<file path="config.mk">
export PLATFORM = sky130hd
export DESIGN_NAME = ex_mem_stage
export DESIGN_NICKNAME = d
export VERILOG_FILES = /design/src/rtl/ex_mem_pkg.sv /design/src/rtl/pipe_skid_buffer.sv /design/src/rtl/ex_mem_stage.sv
export SDC_FILE = /design/constraint.sdc
export NUM_CORES = 1
export LEC_CHECK = 0
export ABC_AREA = 1
export BUFFER_PORTS_ARGS = -buffer_cell sky130_fd_sc_hd__buf_2
export CORE_MARGIN = 5
export CORE_UTILIZATION = 30
export DETAILED_ROUTE_END_ITERATION = 10
export GPL_TIMING_DRIVEN = 0
export PLACE_DENSITY = 0.59
export SYNTH_ARGS = -nofsm -noshare
export SYNTH_HDL_FRONTEND = slang
export SYNTH_SLANG_ARGS = --single-unit
export TNS_END_PERCENT = 50
</file>
<file path="constraint.sdc">
create_clock -name clk -period 1.8 [get_ports clk]
set_input_delay 0.54 -clock clk [delete_from_list [all_inputs] [get_ports clk]]
set_output_delay 0.54 -clock clk [all_outputs]
set_load 0.01 [all_outputs]
</file>
<file path="src/rtl/ex_mem_pkg.sv">
// Shared types and constants for the EX/MEM pipeline boundary.
// Optional performance counters in ex_mem_stage are enabled with EX_MEM_PERF_EN.
package ex_mem_pkg;

  typedef enum logic [1:0] {
    EMPTY = 2'd0,
    HOLD  = 2'd1,
    FULL  = 2'd2
  } state_t;

  localparam int M_READ   = 0;
  localparam int M_WRITE  = 1;
  localparam int M_BRANCH = 2;

  // Payload layout at the default widths; ex_mem_stage redeclares the same
  // field order with its own parameters so non-default builds stay consistent.
  typedef struct packed {
    logic [31:0] add;
    logic        zero;
    logic [31:0] alu;
    logic [31:0] rd2;
    logic [4:0]  dst;
    logic [1:0]  wb;
    logic [2:0]  m;
    logic [31:0] jumpAddr;
    logic        jump;
    logic        jr;
  } ex_mem_payload_t;

endpackage

</file>
<file path="src/rtl/pipe_skid_buffer.sv">
// Two-entry valid/ready skid buffer: a main register feeding the output and a
// skid register that absorbs one instruction when the consumer stalls.
module pipe_skid_buffer
  import ex_mem_pkg::*;
#(
  parameter int W = 8
) (
  input  logic         clk_i,
  input  logic         rst_ni,
  input  logic         flush_i,
  input  logic         in_valid_i,
  output logic         in_ready_o,
  input  logic [W-1:0] in_data_i,
  output logic         out_valid_o,
  input  logic         out_ready_i,
  output logic [W-1:0] out_data_o
);

  state_t         state_q, state_d;
  logic [W-1:0]   mainData_q, mainData_d;
  logic [W-1:0]   skidData_q, skidData_d;
  logic           inReady_q;
  logic           accept;

  assign accept = in_valid_i & inReady_q;

  // Flush wins over every transition and leaves both data registers untouched.
  always_comb begin
    state_d    = state_q;
    mainData_d = mainData_q;
    skidData_d = skidData_q;
    if (flush_i) begin
      state_d = EMPTY;
    end else begin
      case (state_q)
        EMPTY: begin
          if (accept) begin
            state_d    = HOLD;
            mainData_d = in_data_i;
          end
        end
        HOLD: begin
          if (accept && out_ready_i) begin
            mainData_d = in_data_i;
          end else if (accept) begin
            state_d    = FULL;
            skidData_d = in_data_i;
          end else if (out_ready_i) begin
            state_d = EMPTY;
          end
        end
        FULL: begin
          if (out_ready_i) begin
            state_d    = HOLD;
            mainData_d = skidData_q;
          end
        end
        default: state_d = EMPTY;
      endcase
    end
  end

  always_ff @(posedge clk_i or negedge rst_ni) begin
    if (!rst_ni) begin
      state_q    <= EMPTY;
      mainData_q <= '0;
      skidData_q <= '0;
      inReady_q  <= 1'b1;
    end else begin
      state_q    <= state_d;
      mainData_q <= mainData_d;
      skidData_q <= skidData_d;
      inReady_q  <= (state_d != FULL);
    end
  end

  assign in_ready_o  = inReady_q;
  assign out_valid_o = (state_q != EMPTY);
  assign out_data_o  = mainData_q;

endmodule

</file>
<file path="src/rtl/ex_mem_stage.sv">
// EX/MEM pipeline boundary with valid/ready handshake, skid buffer and flush.
// Define EX_MEM_PERF_EN to add saturating stall_cnt / flush_cnt outputs.
module ex_mem_stage
  import ex_mem_pkg::*;
#(
  parameter int DATA_W     = 32,
  parameter int REG_ADDR_W = 5,
  parameter int WB_W       = 2,
  parameter int M_W        = 3,
  parameter int CNT_W      = 16
) (
  input  logic                  clk,
  input  logic                  rst,
  input  logic                  flush,
  input  logic                  in_valid,
  output logic                  in_ready,
  input  logic [DATA_W-1:0]     ex_add,
  input  logic                  ex_zero,
  input  logic [DATA_W-1:0]     ex_alu,
  input  logic [DATA_W-1:0]     ex_rd2,
  input  logic [REG_ADDR_W-1:0] ex_dst,
  input  logic [WB_W-1:0]       ex_wb,
  input  logic [M_W-1:0]        ex_m,
  input  logic [DATA_W-1:0]     ex_jump_addr,
  input  logic                  ex_jump,
  input  logic                  ex_jr,
  output logic                  out_valid,
  input  logic                  out_ready,
  output logic [DATA_W-1:0]     mem_add,
  output logic [DATA_W-1:0]     mem_addr,
  output logic [DATA_W-1:0]     mem_wd,
  output logic [DATA_W-1:0]     mem_jump_addr,
  output logic                  mem_zero,
  output logic                  mem_jump,
  output logic                  mem_jr,
  output logic [REG_ADDR_W-1:0] mem_dst,
  output logic [WB_W-1:0]       mem_wb,
  output logic                  mem_read,
  output logic                  mem_write,
  output logic                  mem_branch
`ifdef EX_MEM_PERF_EN
  ,
  output logic [CNT_W-1:0]      stall_cnt,
  output logic [CNT_W-1:0]      flush_cnt
`endif
);

  typedef struct packed {
    logic [DATA_W-1:0]     add;
    logic                  zero;
    logic [DATA_W-1:0]     alu;
    logic [DATA_W-1:0]     rd2;
    logic [REG_ADDR_W-1:0] dst;
    logic [WB_W-1:0]       wb;
    logic [M_W-1:0]        m;
    logic [DATA_W-1:0]     jumpAddr;
    logic                  jump;
    logic                  jr;
  } payload_t;

  payload_t inPayload;
  payload_t outPayload;
  logic     outValid;

  assign inPayload.add      = ex_add;
  assign inPayload.zero     = ex_zero;
  assign inPayload.alu      = ex_alu;
  assign inPayload.rd2      = ex_rd2;
  assign inPayload.dst      = ex_dst;
  assign inPayload.wb       = ex_wb;
  assign inPayload.m        = ex_m;
  assign inPayload.jumpAddr = ex_jump_addr;
  assign inPayload.jump     = ex_jump;
  assign inPayload.jr       = ex_jr;

  pipe_skid_buffer #(
    .W($bits(payload_t))
  ) u_skid (
    .clk_i      (clk),
    .rst_ni     (rst),
    .flush_i    (flush),
    .in_valid_i (in_valid),
    .in_ready_o (in_ready),
    .in_data_i  (inPayload),
    .out_valid_o(outValid),
    .out_ready_i(out_ready),
    .out_data_o (outPayload)
  );

  assign out_valid     = outValid;
  assign mem_add       = outPayload.add;
  assign mem_addr      = outPayload.alu;
  assign mem_wd        = outPayload.rd2;
  assign mem_jump_addr = outPayload.jumpAddr;
  assign mem_zero      = outPayload.zero;
  assign mem_dst       = outPayload.dst;

  // Control is qualified by valid so an empty slot (reset, flush, drain)
  // can never write memory or the register file, while data fields hold.
  assign mem_wb     = outValid ? outPayload.wb : '0;
  assign mem_read   = outValid & outPayload.m[M_READ];
  assign mem_write  = outValid & outPayload.m[M_WRITE];
  assign mem_branch = outValid & outPayload.m[M_BRANCH];
  assign mem_jump   = outValid & outPayload.jump;
  assign mem_jr     = outValid & outPayload.jr;

`ifdef EX_MEM_PERF_EN
  logic [CNT_W-1:0] stallCnt_q;
  logic [CNT_W-1:0] flushCnt_q;

  always_ff @(posedge clk or negedge rst) begin
    if (!rst) begin
      stallCnt_q <= '0;
      flushCnt_q <= '0;
    end else begin
      if (outValid && !out_ready && (stallCnt_q != '1))
        stallCnt_q <= stallCnt_q + CNT_W'(1);
      if (flush && outValid && (flushCnt_q != '1))
        flushCnt_q <= flushCnt_q + CNT_W'(1);
    end
  end

  assign stall_cnt = stallCnt_q;
  assign flush_cnt = flushCnt_q;
`else
  localparam int unusedCntW = CNT_W;
`endif

endmodule

</file>
==> flow_metrics.py <==
metrics = {
    "placement": {
        "io_buffer_count": 288,
        "hpwl_um": 30700,
        "placed_cell_area_um2": 16500,
        "place.gp.congestion": 0.831,
    },
    "worst_setup_path": {
        "path_max_fanout": 5,
        "cp_slowest_cell": "dfrtp_2",
        "worstSetupPathType": "reg2out",
        "cp.arrival_ps": 1460,
        "worstPathRequired_ps": 1260,
        "reg2reg_depth": 8,
        "r2r-end": "u_skid.out_data_o[139]",
        "crit_path_end_kind": "output port",
        "reg2reg_from": "u_skid.state_q[0]",
        "crit_chain": "nor2_4 -> buf_6 -> nor2_1 -> buf_2",
        "critPathMaxStageDelay_ps": 440,
        "ff2ff_setup_slack_ps": 20,
        "critPathLaunchType": "flip-flop",
    },
    "cts": {
        "h-tree-depth": 2,
        "cts_inserted_buffers": 36,
        "clkLatencyLatePin_ps": 540,
        "clockRootBuffer": "clkbuf_16",
        "clkTransAtPathRegs_ps": 60,
        "clkSinkCount": 285,
        "clock_path_buffers": 3,
        "cts_tree": "built",
    },
    "finish": {
        "syn2layout_area_growth_pct": 27.0,
        "diodes": 0,
        "finish.instance_area_um2": 18000,
        "nFillCells": 4954,
        "drive_gt1_share_pct": 27.3,
        "final_common_cell": "nand2_1",
        "fin_nets": 2350,
        "final_cell_mix": "nand2_1, nand3_1, buf_2, dfrtp_1, buf_4",
    },
    "yosys": {
        "synthCells": 1861,
        "syn_area_per_cell_um2": 7.63,
        "synth.area.top_cells": "dfrtp_1, nand2_1, nand3_1",
        "synth_area_um2": 14200,
        "ys_warn_count": 0,
        "syn-num-nets": 2007,
        "yosysTopAreaCell": "dfrtp_1",
        "netlist-cell-type-count": 18,
        "ys_ff_latch": 285,
        "yosysTopAreaCellShare_pct": 50.1,
        "seq_area_frac_synth_pct": 50.2,
    },
    "timing": {
        "worst_pin_slew_ps": 660,
        "final_max_slew_viol_count": 0,
        "finalSetupTns_ps": -1460,
        "post-route-worst-setup-slack_ps": -198,
        "finalCritPeriodShare_pct": 111,
        "max_freq_ghz": 0.500,
        "slew_headroom_pct": 56.0,
        "fin_crit_ps": 2000,
        "finClkSkew_ps": 15.1,
        "setup_viol": 9,
        "hold_violations": 0,
        "rsz0062_at_grt": "true",
    },
    "drt": {
        "route.detailed.drc": 0,
        "viasPerCell": 4.61,
        "drtIter0Drc": 1103,
        "vias": 13100,
        "wl_per_cell_um": 15.5,
        "first_pass_iters": 5,
        "met2_length_um": 20300,
        "drtAntennaViolNets": 0,
        "top_layer_used": "met5",
        "wl_met3_um": 2730,
        "met1_length_um": 19500,
        "wirelength_um": 43800,
    },
    "global_routing": {
        "overflow": 0,
        "first_global_vias": 12500,
        "grt_pass1_wl_um": 68700,
        "grt_antenna_before_repair": 2,
        "grt_max_degree": 115,
        "track_usage_pct": 16.6,
    },
    "run_status": {
        "violations": "negative setup slack",
        "outcome": "finished with violations",
    },
    "floorplan": {
        "die_y_um": 228,
        "core_um2": 46700,
        "die_w_um": 228,
        "dieArea_um2": 51800,
        "ioPinCount": 289,
        "num_rows": 79,
        "start_util_pct": 30.4,
    },
    "hold_path": {
        "worstHoldPathType": "in2reg",
        "hold_end": "u_skid.skidData_q[17]",
        "holdCritStartpoint": "ex_jump_addr[15]",
        "hold_depth": 3,
    },
    "pwr": {
        "leakagePower_uw": 0.0103,
        "power_density_nw_per_um2": 1110,
        "vdd_drop_max_v": 0.000581,
    },
    "job": {
        "max-cap-violations": 0,
    },
}
worst max path at each step:
stage,start,endpoint,slack [ps],depth (start not counted)
floorplan,u_skid.in_ready_o,u_skid.out_data_o[108],270,7
global placement,rst,u_skid.out_data_o[132],-5360,1
detailed placement,flush,u_skid.skidData_q[28],-1010,6
CTS,u_skid.state_q[1],mem_branch,-270,5
global route,u_skid.state_q[0],mem_wb[1],-260,4
finish,u_skid.state_q[0],mem_branch,-200,4
metrics by stage:
stage | hold slack, ps | worst slack [ps] | cells | total power, uW | util (%)
detailed placement | 459 | -1010 | 2758 | 13000 | 35.3
global route | 224 | -259 | 2834 | 21200 | 38.6
global placement | 453 | -5360 | 2756 | 12900 | 35.2
finish | 246 | -198 | 2834 | 20000 | 38.6
CTS | 213 | -268 | 2834 | 20200 | 38.5
floorplan | 244 | 265 | 1861 | 11300 | -
worst max-delay path: cells and delay by family, from the launching register on:
| family | cells | cell delay, ps |
|---|---|---|
| DFF | 1 | 440 |
| and+or+nand+nor | 2 | 200 |
| buffers and inverters | 2 | 270 |
what timing repair did:
item	in CTS	in global routing
endpoints found under the setup margin	293	296
gates resized for setup	68	52
gates cloned	1	0
endpoints found under the hold margin	59	0
pin swaps	3	3
buffers inserted	13	1
hold buffers	1	0
logic make-up (layout without fill, tap and decap cells):
logic type / Yosys count / after routing / synth area share [%]
flops: 285 / 285 / 50.2
compound gates: 3 / 3 / 0.132
simple gates: 1291 / 1291 / 38.0
buf+inv: 282 / 648 / 11.6
area by class of cell:
cell class | instances | area, um^2 | area share (%)
multi-input combinational | 1294 | 5490 | 30.4
sequential | 285 | 7140 | 39.6
inverter | 13 | 48.8 | 0.271
timing repair buffer | 306 | 1690 | 9.40
buffer | 268 | 1770 | 9.80
clock inverter | 9 | 75.1 | 0.416
tap | 607 | 759 | 4.21
clock buffer | 52 | 1060 | 5.89
cell usage after synthesis:
cell,number
a21oi_1,1
nand2_2,2
nand2_1,854
nor2_1,8
o21ai_0,1
inv_2,2
dfrtp_1,284
a21oi_2,1
buf_4,135
buf_6,1
nand3_1,424
nor2_2,1
buf_1,16
clkbuf_1,57
buf_2,60
dfstp_2,1
inv_1,11
nor2_4,2
layer usage:
metal	GRT usage [%]	up-vias
met5	0	-
met4	5.11	4
met3	3.87	80
met2	26.2	397
met1	22.7	6093
li1	-	6488
flip-flops by register name, indices dropped and copies added, names as in the netlist:
name	count
u_skid.in_ready_o	1
u_skid.state_q	2
u_skid.skidData_q	141
u_skid.out_data_o	141
where the power goes:
group	internal (uW)	switching, uW	total (uW)	leakage [uW]
registers	7830	790	8620	0.00357
clock network	4220	2790	7010	0.000560
logic	2000	2330	4340	0.00613
total	14100	5910	20000	0.0103
Power figures use the tool's default switching activity.
